## config.mk

```make
export PLATFORM = sky130hd
export DESIGN_NAME = switch_mem_cfg_flat
export DESIGN_NICKNAME = d
export VERILOG_FILES = /design/src/rtl/switch_mem_cfg_if.sv /design/src/rtl/switch_mem_cfg.sv /design/src/flat_wrapper.sv
export SDC_FILE = /design/constraint.sdc
export NUM_CORES = 1
export LEC_CHECK = 0
export ABC_AREA = 0
export BUFFER_PORTS_ARGS = -buffer_cell sky130_fd_sc_hd__buf_2
export CORE_ASPECT_RATIO = 1.4
export CORE_UTILIZATION = 40
export CTS_CLUSTER_DIAMETER = 40
export CTS_CLUSTER_SIZE = 20
export DETAILED_ROUTE_END_ITERATION = 16
export PLACE_DENSITY = 0.68
export SYNTH_ARGS = -nofsm -noshare
export SYNTH_HDL_FRONTEND = slang
export SYNTH_SLANG_ARGS = --single-unit
```

## constraint.sdc

```tcl
create_clock -name clock -period 3.3 [get_ports clock]
set_input_delay 0.495 -clock clock [delete_from_list [all_inputs] [get_ports clock]]
set_output_delay 0.495 -clock clock [all_outputs]
set_load 0.01 [all_outputs]
```

## src/rtl/switch_mem_cfg_if.sv

```systemverilog
// ---------------------------------------------------------------------------
// switch_mem_cfg_if
// Bus bundle for the switch memory-configuration port. It groups the request
// side (mem_en, mem_rd_wr, mem_addr, mem_wdata, cfg_lock) and the registered
// response/status side (mem_rdata, mem_rvalid, mem_err, port_addr,
// cfg_update, cfg_conflict).
//   master : the requester, drives requests and observes responses
//   slave  : the configuration bank (switch_mem_cfg)
// Optional macro SWITCH_MEM_CFG_PARITY_EN adds parity_inject (request side)
// and mem_perr (response side).
// ---------------------------------------------------------------------------
interface switch_mem_cfg_if #(
    parameter int NUM_PORTS = 4,
    parameter int ADDR_W    = 2,
    parameter int DATA_W    = 8
);
    logic                        mem_en;
    logic                        mem_rd_wr;
    logic [ADDR_W-1:0]           mem_addr;
    logic [DATA_W-1:0]           mem_wdata;
    logic                        cfg_lock;
    logic [DATA_W-1:0]           mem_rdata;
    logic                        mem_rvalid;
    logic                        mem_err;
    logic [NUM_PORTS*DATA_W-1:0] port_addr;
    logic                        cfg_update;
    logic                        cfg_conflict;
`ifdef SWITCH_MEM_CFG_PARITY_EN
    logic                        parity_inject;
    logic                        mem_perr;
`endif

    modport master (
        output mem_en, mem_rd_wr, mem_addr, mem_wdata, cfg_lock,
`ifdef SWITCH_MEM_CFG_PARITY_EN
        output parity_inject,
        input  mem_perr,
`endif
        input  mem_rdata, mem_rvalid, mem_err, port_addr, cfg_update, cfg_conflict
    );

    modport slave (
        input  mem_en, mem_rd_wr, mem_addr, mem_wdata, cfg_lock,
`ifdef SWITCH_MEM_CFG_PARITY_EN
        input  parity_inject,
        output mem_perr,
`endif
        output mem_rdata, mem_rvalid, mem_err, port_addr, cfg_update, cfg_conflict
    );
endinterface

```

## src/rtl/switch_mem_cfg.sv

```systemverilog
// ---------------------------------------------------------------------------
// switch_mem_cfg
// Configuration register bank holding one destination address per switch
// output port. Single-cycle writes and reads over the mem_* bus, read-back
// with latency 1, write locking, out-of-range address errors and
// duplicate-address detection. Entries drive port_addr directly.
//
// Ports:
//   clock  : single clock, all state on posedge
//   reset  : asynchronous, active-high
//   bus    : switch_mem_cfg_if.slave
//            in  mem_en, mem_rd_wr (1=write), mem_addr, mem_wdata, cfg_lock
//            out mem_rdata, mem_rvalid, mem_err, port_addr (entry i at
//                [i*DATA_W +: DATA_W]), cfg_update, cfg_conflict
//
// Optional macro SWITCH_MEM_CFG_PARITY_EN: each entry keeps an even-parity
// bit (inverted by parity_inject on an accepted write), and mem_perr pulses
// with mem_rvalid when a read entry's stored parity disagrees with its data.
// ---------------------------------------------------------------------------
module switch_mem_cfg #(
    parameter int NUM_PORTS = 4,
    parameter int ADDR_W    = 2,
    parameter int DATA_W    = 8
) (
    input  logic            clock,
    input  logic            reset,
    switch_mem_cfg_if.slave bus
);

    logic [NUM_PORTS-1:0][DATA_W-1:0] entries_q, entries_d;
    logic [DATA_W-1:0]                rdata_q, rdata_d;
    logic                             rvalid_q, rvalid_d;
    logic                             err_q, err_d;
    logic                             update_q, update_d;
    logic                             conflict_q, conflict_d;

    logic                             addrInRange;
    logic                             writeReq;
    logic                             readReq;
    logic                             writeOk;
    logic [DATA_W-1:0]                rdSel;

`ifdef SWITCH_MEM_CFG_PARITY_EN
    logic [NUM_PORTS-1:0]             parity_q, parity_d;
    logic                             perr_q, perr_d;
    logic                             parSel;
`endif

    // NUM_PORTS always fits in ADDR_W+1 bits, so the widened compare is exact
    // even when NUM_PORTS == 2**ADDR_W.
    assign addrInRange = ({1'b0, bus.mem_addr} < (ADDR_W+1)'(NUM_PORTS));
    assign writeReq    = bus.mem_en &  bus.mem_rd_wr;
    assign readReq     = bus.mem_en & ~bus.mem_rd_wr;
    assign writeOk     = writeReq & addrInRange & ~bus.cfg_lock;

    // Read mux written as a decode loop so an out-of-range address simply
    // matches nothing and yields zero instead of indexing past the array.
    always_comb begin
        rdSel = '0;
`ifdef SWITCH_MEM_CFG_PARITY_EN
        parSel = 1'b0;
`endif
        for (int i = 0; i < NUM_PORTS; i++) begin
            if (bus.mem_addr == ADDR_W'(i)) begin
                rdSel = entries_q[i];
`ifdef SWITCH_MEM_CFG_PARITY_EN
                parSel = parity_q[i];
`endif
            end
        end
    end

    // Duplicate detection over every distinct pair of current entries; the
    // result is registered, so it trails the entry contents by one cycle.
    always_comb begin
        conflict_d = 1'b0;
        for (int i = 0; i < NUM_PORTS; i++) begin
            for (int j = i + 1; j < NUM_PORTS; j++) begin
                if (entries_q[i] == entries_q[j]) begin
                    conflict_d = 1'b1;
                end
            end
        end
    end

    // Next-state for entries and response strobes. Strobes default low so an
    // idle cycle always produces a quiet response cycle; read data holds.
    always_comb begin
        entries_d = entries_q;
        rdata_d   = rdata_q;
        rvalid_d  = 1'b0;
        err_d     = 1'b0;
        update_d  = 1'b0;
`ifdef SWITCH_MEM_CFG_PARITY_EN
        parity_d  = parity_q;
        perr_d    = 1'b0;
`endif
        if (writeOk) begin
            for (int i = 0; i < NUM_PORTS; i++) begin
                if (bus.mem_addr == ADDR_W'(i)) begin
                    entries_d[i] = bus.mem_wdata;
`ifdef SWITCH_MEM_CFG_PARITY_EN
                    parity_d[i] = (^bus.mem_wdata) ^ bus.parity_inject;
`endif
                end
            end
            update_d = 1'b1;
        end else if (writeReq) begin
            err_d = 1'b1;
        end

        if (readReq) begin
            rvalid_d = 1'b1;
            rdata_d  = rdSel;
            err_d    = ~addrInRange;
`ifdef SWITCH_MEM_CFG_PARITY_EN
            perr_d   = addrInRange & ((^rdSel) != parSel);
`endif
        end
    end

    // State register. Reset reloads the identity mapping (entry i = i) and
    // drops any in-flight response.
    always_ff @(posedge clock or posedge reset) begin
        if (reset) begin
            for (int i = 0; i < NUM_PORTS; i++) begin
                entries_q[i] <= DATA_W'(i);
`ifdef SWITCH_MEM_CFG_PARITY_EN
                parity_q[i]  <= ^(DATA_W'(i));
`endif
            end
            rdata_q    <= '0;
            rvalid_q   <= 1'b0;
            err_q      <= 1'b0;
            update_q   <= 1'b0;
            conflict_q <= 1'b0;
`ifdef SWITCH_MEM_CFG_PARITY_EN
            perr_q     <= 1'b0;
`endif
        end else begin
            entries_q  <= entries_d;
            rdata_q    <= rdata_d;
            rvalid_q   <= rvalid_d;
            err_q      <= err_d;
            update_q   <= update_d;
            conflict_q <= conflict_d;
`ifdef SWITCH_MEM_CFG_PARITY_EN
            parity_q   <= parity_d;
            perr_q     <= perr_d;
`endif
        end
    end

    assign bus.port_addr    = entries_q;
    assign bus.mem_rdata    = rdata_q;
    assign bus.mem_rvalid   = rvalid_q;
    assign bus.mem_err      = err_q;
    assign bus.cfg_update   = update_q;
    assign bus.cfg_conflict = conflict_q;
`ifdef SWITCH_MEM_CFG_PARITY_EN
    assign bus.mem_perr     = perr_q;
`endif

endmodule

```

## src/flat_wrapper.sv

```systemverilog
// flat-port wrapper written by rule: the top's interface ports become plain ports
module switch_mem_cfg_flat 
#(
    parameter int NUM_PORTS = 4,
    parameter int ADDR_W    = 2,
    parameter int DATA_W    = 8
)
  (clock, reset, bus_mem_en, bus_mem_rd_wr, bus_mem_addr, bus_mem_wdata, bus_cfg_lock, bus_mem_rdata, bus_mem_rvalid, bus_mem_err, bus_port_addr, bus_cfg_update, bus_cfg_conflict);
  switch_mem_cfg_if #(.NUM_PORTS(NUM_PORTS), .ADDR_W(ADDR_W), .DATA_W(DATA_W)) bus_i ();
  input  logic clock;
  input  logic reset;
  input wire logic [$bits(bus_i.mem_en)-1:0] bus_mem_en;
  input wire logic [$bits(bus_i.mem_rd_wr)-1:0] bus_mem_rd_wr;
  input wire logic [$bits(bus_i.mem_addr)-1:0] bus_mem_addr;
  input wire logic [$bits(bus_i.mem_wdata)-1:0] bus_mem_wdata;
  input wire logic [$bits(bus_i.cfg_lock)-1:0] bus_cfg_lock;
  output wire logic [$bits(bus_i.mem_rdata)-1:0] bus_mem_rdata;
  output wire logic [$bits(bus_i.mem_rvalid)-1:0] bus_mem_rvalid;
  output wire logic [$bits(bus_i.mem_err)-1:0] bus_mem_err;
  output wire logic [$bits(bus_i.port_addr)-1:0] bus_port_addr;
  output wire logic [$bits(bus_i.cfg_update)-1:0] bus_cfg_update;
  output wire logic [$bits(bus_i.cfg_conflict)-1:0] bus_cfg_conflict;
  assign bus_i.mem_en = bus_mem_en;
  assign bus_i.mem_rd_wr = bus_mem_rd_wr;
  assign bus_i.mem_addr = bus_mem_addr;
  assign bus_i.mem_wdata = bus_mem_wdata;
  assign bus_i.cfg_lock = bus_cfg_lock;
  assign bus_mem_rdata = bus_i.mem_rdata;
  assign bus_mem_rvalid = bus_i.mem_rvalid;
  assign bus_mem_err = bus_i.mem_err;
  assign bus_port_addr = bus_i.port_addr;
  assign bus_cfg_update = bus_i.cfg_update;
  assign bus_cfg_conflict = bus_i.cfg_conflict;
  switch_mem_cfg #(.NUM_PORTS(NUM_PORTS), .ADDR_W(ADDR_W), .DATA_W(DATA_W)) u_core (.clock(clock), .reset(reset), .bus(bus_i));
endmodule
```

==> results.tsv <==
stage	metric	value	unit
status	status	complete, no violations	
clock_network	CTS Root Cell	clkbuf_8	
sta	Tmin final	1.66	ns
logic_synthesis	Synth Net Count	187	
setup_path	worst-path fanout max	12	
power	PwrDens	689	nW/um^2
sta	final worst-path cycle share	0.502	
floorplanning	row count	33	
floorplanning	Die Area	6310	um^2
logic_synthesis	Synth top area share	0.417	
sta	final hold vios	0	
power	Worst IR Drop VDD	0.272	mV
worst_hold_path	hold crit path type	input pin to asynchronous set/reset pin	
route	DRT iter0 DRCs	68	
sta	Hold Slack	0.211	ns
global_route	first-pass GRT wire length	8140	um
finish	non-filler instance count after layout	308	
placement	# placed instances	299	
clock_network	Num CTS Buffers	5	
setup_path	reg2reg start	u_core.bus.port_addr[15]	
sta	final setup fails	0	
global_route	largest net degree at the start of global routing	32	
finish	Final #Nets	252	
sta	final worst slack	1.64	ns
global_route	number of global-route vias before repair	1616	
setup_path	worst path arrival time	1.84	ns
sta	unrepaired setup endpoints after global routing	no	
clock_network	Setup Buffers After CTS	0	
placement	placed cell area	2770	um^2
setup_path	Setup CP Type	input pin to flop	
flow_run	max_cap viols	0	
finish	layout cells sized above 1	0.521	
route	First-pass DRT Iterations	4	
logic_synthesis	flops & latches, synth	44	
clock_network	Max H-tree Level	2	
route	routed length per instance	17.2	um
global_route	initial antenna violation count	0	
setup_path	worst reg-to-reg setup slack	1.93	ns
floorplanning	die width	67.4	um
logic_synthesis	post-synthesis cell count	172	
clock_network	Clock Latency Late Sink	0.30	ns
sta	Clock Skew	0.00571	ns
route	DR vias	1648	
setup_path	slowest cell on the critical path	nor4_4	
floorplanning	core area	5820	um^2
placement	Port Buf Inserts	58	
route	Vias/cell	5.35	
floorplanning	Initial Utilization	0.412	
setup_path	peak per-stage delay on the critical path	0.69	ns
setup_path	cell family with most CP delay	simple AND/OR/NAND/NOR gates	
route	routed wire length	5290	um
sta	Max Slew Vio Count	0	
clock_network	CTS clk-pin slew, worst paths	0.07	ns
clock_network	clock sink count	44	
placement	dpl ws	1.31	ns
logic_synthesis	average cell area after synthesis	13.9	um^2
sta	Slew @ Worst Pin	0.986	ns
finish	Layout area overhead	21.1	%
logic_synthesis	register area share after synthesis	0.461	
global_route	Tot GR Track Use	0.180	
power	leakage dissipation	1.33	nW
setup_path	Critical Path RT	3.48	ns
sta	Max Clk Rate	604	MHz
finish	Final Instance Area	2910	um^2
setup_path	Worst Setup End Kind	flop	
floorplanning	height of the die	93.6	um
clock_network	CTS tree	done	
clock_network	cts hold-fix bufs	0	
global_route	remaining global-route overflow	0	
sta	Post-Route Setup TNS	0	ns
setup_path	Cell Chain, Critical Path	buf_2 > nor4_4 > mux2_2	
clock_network	CTS Buffer Depth	2	
setup_path	Buf/Inv on CP	1	
logic_synthesis	Yosys top cell by area	dfrtp_1	
placement	Placer Congestion	0.839	
placement	DPL Wire Length	3960	um
logic_synthesis	top post-synthesis cells by area	dfrtp_1 (42%), mux2_2 (15%), xnor2_1 (8.8%), xor2_1 (8.8%), mux4_2 (6.6%)	
power	total power draw	2.00	mW
logic_synthesis	Netlist Area Pre-Place	2400	um^2
floorplanning	io pins	59	
setup_path	R2R cell count	2	
route	post-route DRC violation count	0	
route	number of nets with antenna violations after routing	0	
setup_path	startpoint types	input pin	
logic_synthesis	Cell variety after synth	24	
logic_synthesis	yosys warns	0	
clock_network	# resized after CTS	0	
sta	Slew HR	0.341	
setup_path	reg2reg end	u_core.bus.mem_rdata[7]	
finish	final core utilization	0.499	
finish	antenna cells	0	
[layout by cell type, fill, tap and decap left out]
| cell | n |
|---|---|
| nand3_1 | 1 |
| xor2_1 | 24 |
| dfrtp_1 | 40 |
| mux4_2 | 7 |
| a21oi_1 | 3 |
| mux2_4 | 7 |
| buf_4 | 2 |
| clkbuf_1 | 1 |
| xnor2_1 | 24 |
| clkbuf_8 | 5 |
| nand2_1 | 2 |
| dfstp_2 | 4 |
| nor2_1 | 3 |
| inv_1 | 1 |
| buf_16 | 1 |
| buf_2 | 58 |
| nand3b_2 | 1 |
| nand4_1 | 6 |
| nor2_4 | 1 |
| nor2b_1 | 1 |
| bufinv_16 | 1 |
| mux2_2 | 33 |
| clkinv_2 | 1 |
| nor4_4 | 1 |
| nor4_1 | 6 |
| nand3_2 | 1 |
| and3_1 | 1 |
| nor2_2 | 1 |
| mux4_1 | 1 |
[power by group]
group          internal [mW]  total, mW  switching, mW
Combinational          0.405      0.703          0.299
Sequential             0.681      0.895          0.214
Clock                  0.225      0.403          0.178
[registers in the layout, summed over array words and instances, names as in the netlist]
register                 cells
u_core.bus.mem_rvalid        1
u_core.bus.cfg_conflict      1
u_core.bus.port_addr        32
u_core.bus.cfg_update        1
u_core.bus.mem_rdata         8
u_core.bus.mem_err           1
[Yosys cell counts]
| library cell | number |
|---|---|
| a21oi_1 | 3 |
| and3_1 | 1 |
| buf_2 | 2 |
| buf_6 | 1 |
| dfrtp_1 | 40 |
| dfstp_2 | 4 |
| inv_1 | 1 |
| mux2_2 | 33 |
| mux2_4 | 7 |
| mux4_1 | 1 |
| mux4_2 | 7 |
| nand2_1 | 2 |
| nand3_1 | 1 |
| nand3_2 | 1 |
| nand3b_2 | 1 |
| nand4_1 | 6 |
| nor2_1 | 3 |
| nor2_2 | 1 |
| nor2_4 | 1 |
| nor2b_1 | 1 |
| nor4_1 | 6 |
| nor4_4 | 1 |
| xnor2_1 | 24 |
| xor2_1 | 24 |
[metal layers]
layer | wire (um) | track usage | share of wire | vias to the layer above
li1 | - | - | - | 754
met2 | 2880 | 0.302 | 0.54 | 43
met3 | 200 | 0.0390 | 0.038 | 7
met5 | 0 | 0 | 0 | -
met4 | 95 | 0.0603 | 0.018 | 0
met1 | 2110 | 0.224 | 0.40 | 844
[area by class of cell]
class,instances,area [um^2]
fill,546,2920
multi-input combinational,124,1270
sequential,44,1110
timing repair buffer,61,333
tap,70,87.6
clock buffer,6,72.6
clock inverter,2,35.0
inverter,1,3.75
[how the worst max path moves through the flow]
stage | from | to | slack [ns] | cells after the start
finish | bus_mem_addr[0] | u_core.bus.port_addr[1] | 1.64 | 3
global route | bus_mem_addr[0] | u_core.bus.port_addr[1] | 1.59 | 3
CTS | bus_mem_addr[0] | u_core.bus.port_addr[1] | 1.62 | 3
detailed placement | bus_mem_addr[0] | u_core.bus.port_addr[1] | 1.31 | 3
global placement | bus_mem_addr[0] | u_core.bus.port_addr[6] | 1.33 | 3
floorplan | reset | u_core.bus.cfg_conflict | 1.78 | 1
[kinds of logic (layout without fill, tap and decap cells)]
logic type	Yosys count	in the layout	synth area share
and+or+nand+nor	25	25	0.0715
buffers and inverters	4	70	0.0104
xor gates and xnor gates	48	48	0.175
AOI/OAI and AO/OA	3	3	0.00626
muxes	48	48	0.275
DFF	44	44	0.461
Note: power is estimated with default switching activity, not from simulation.
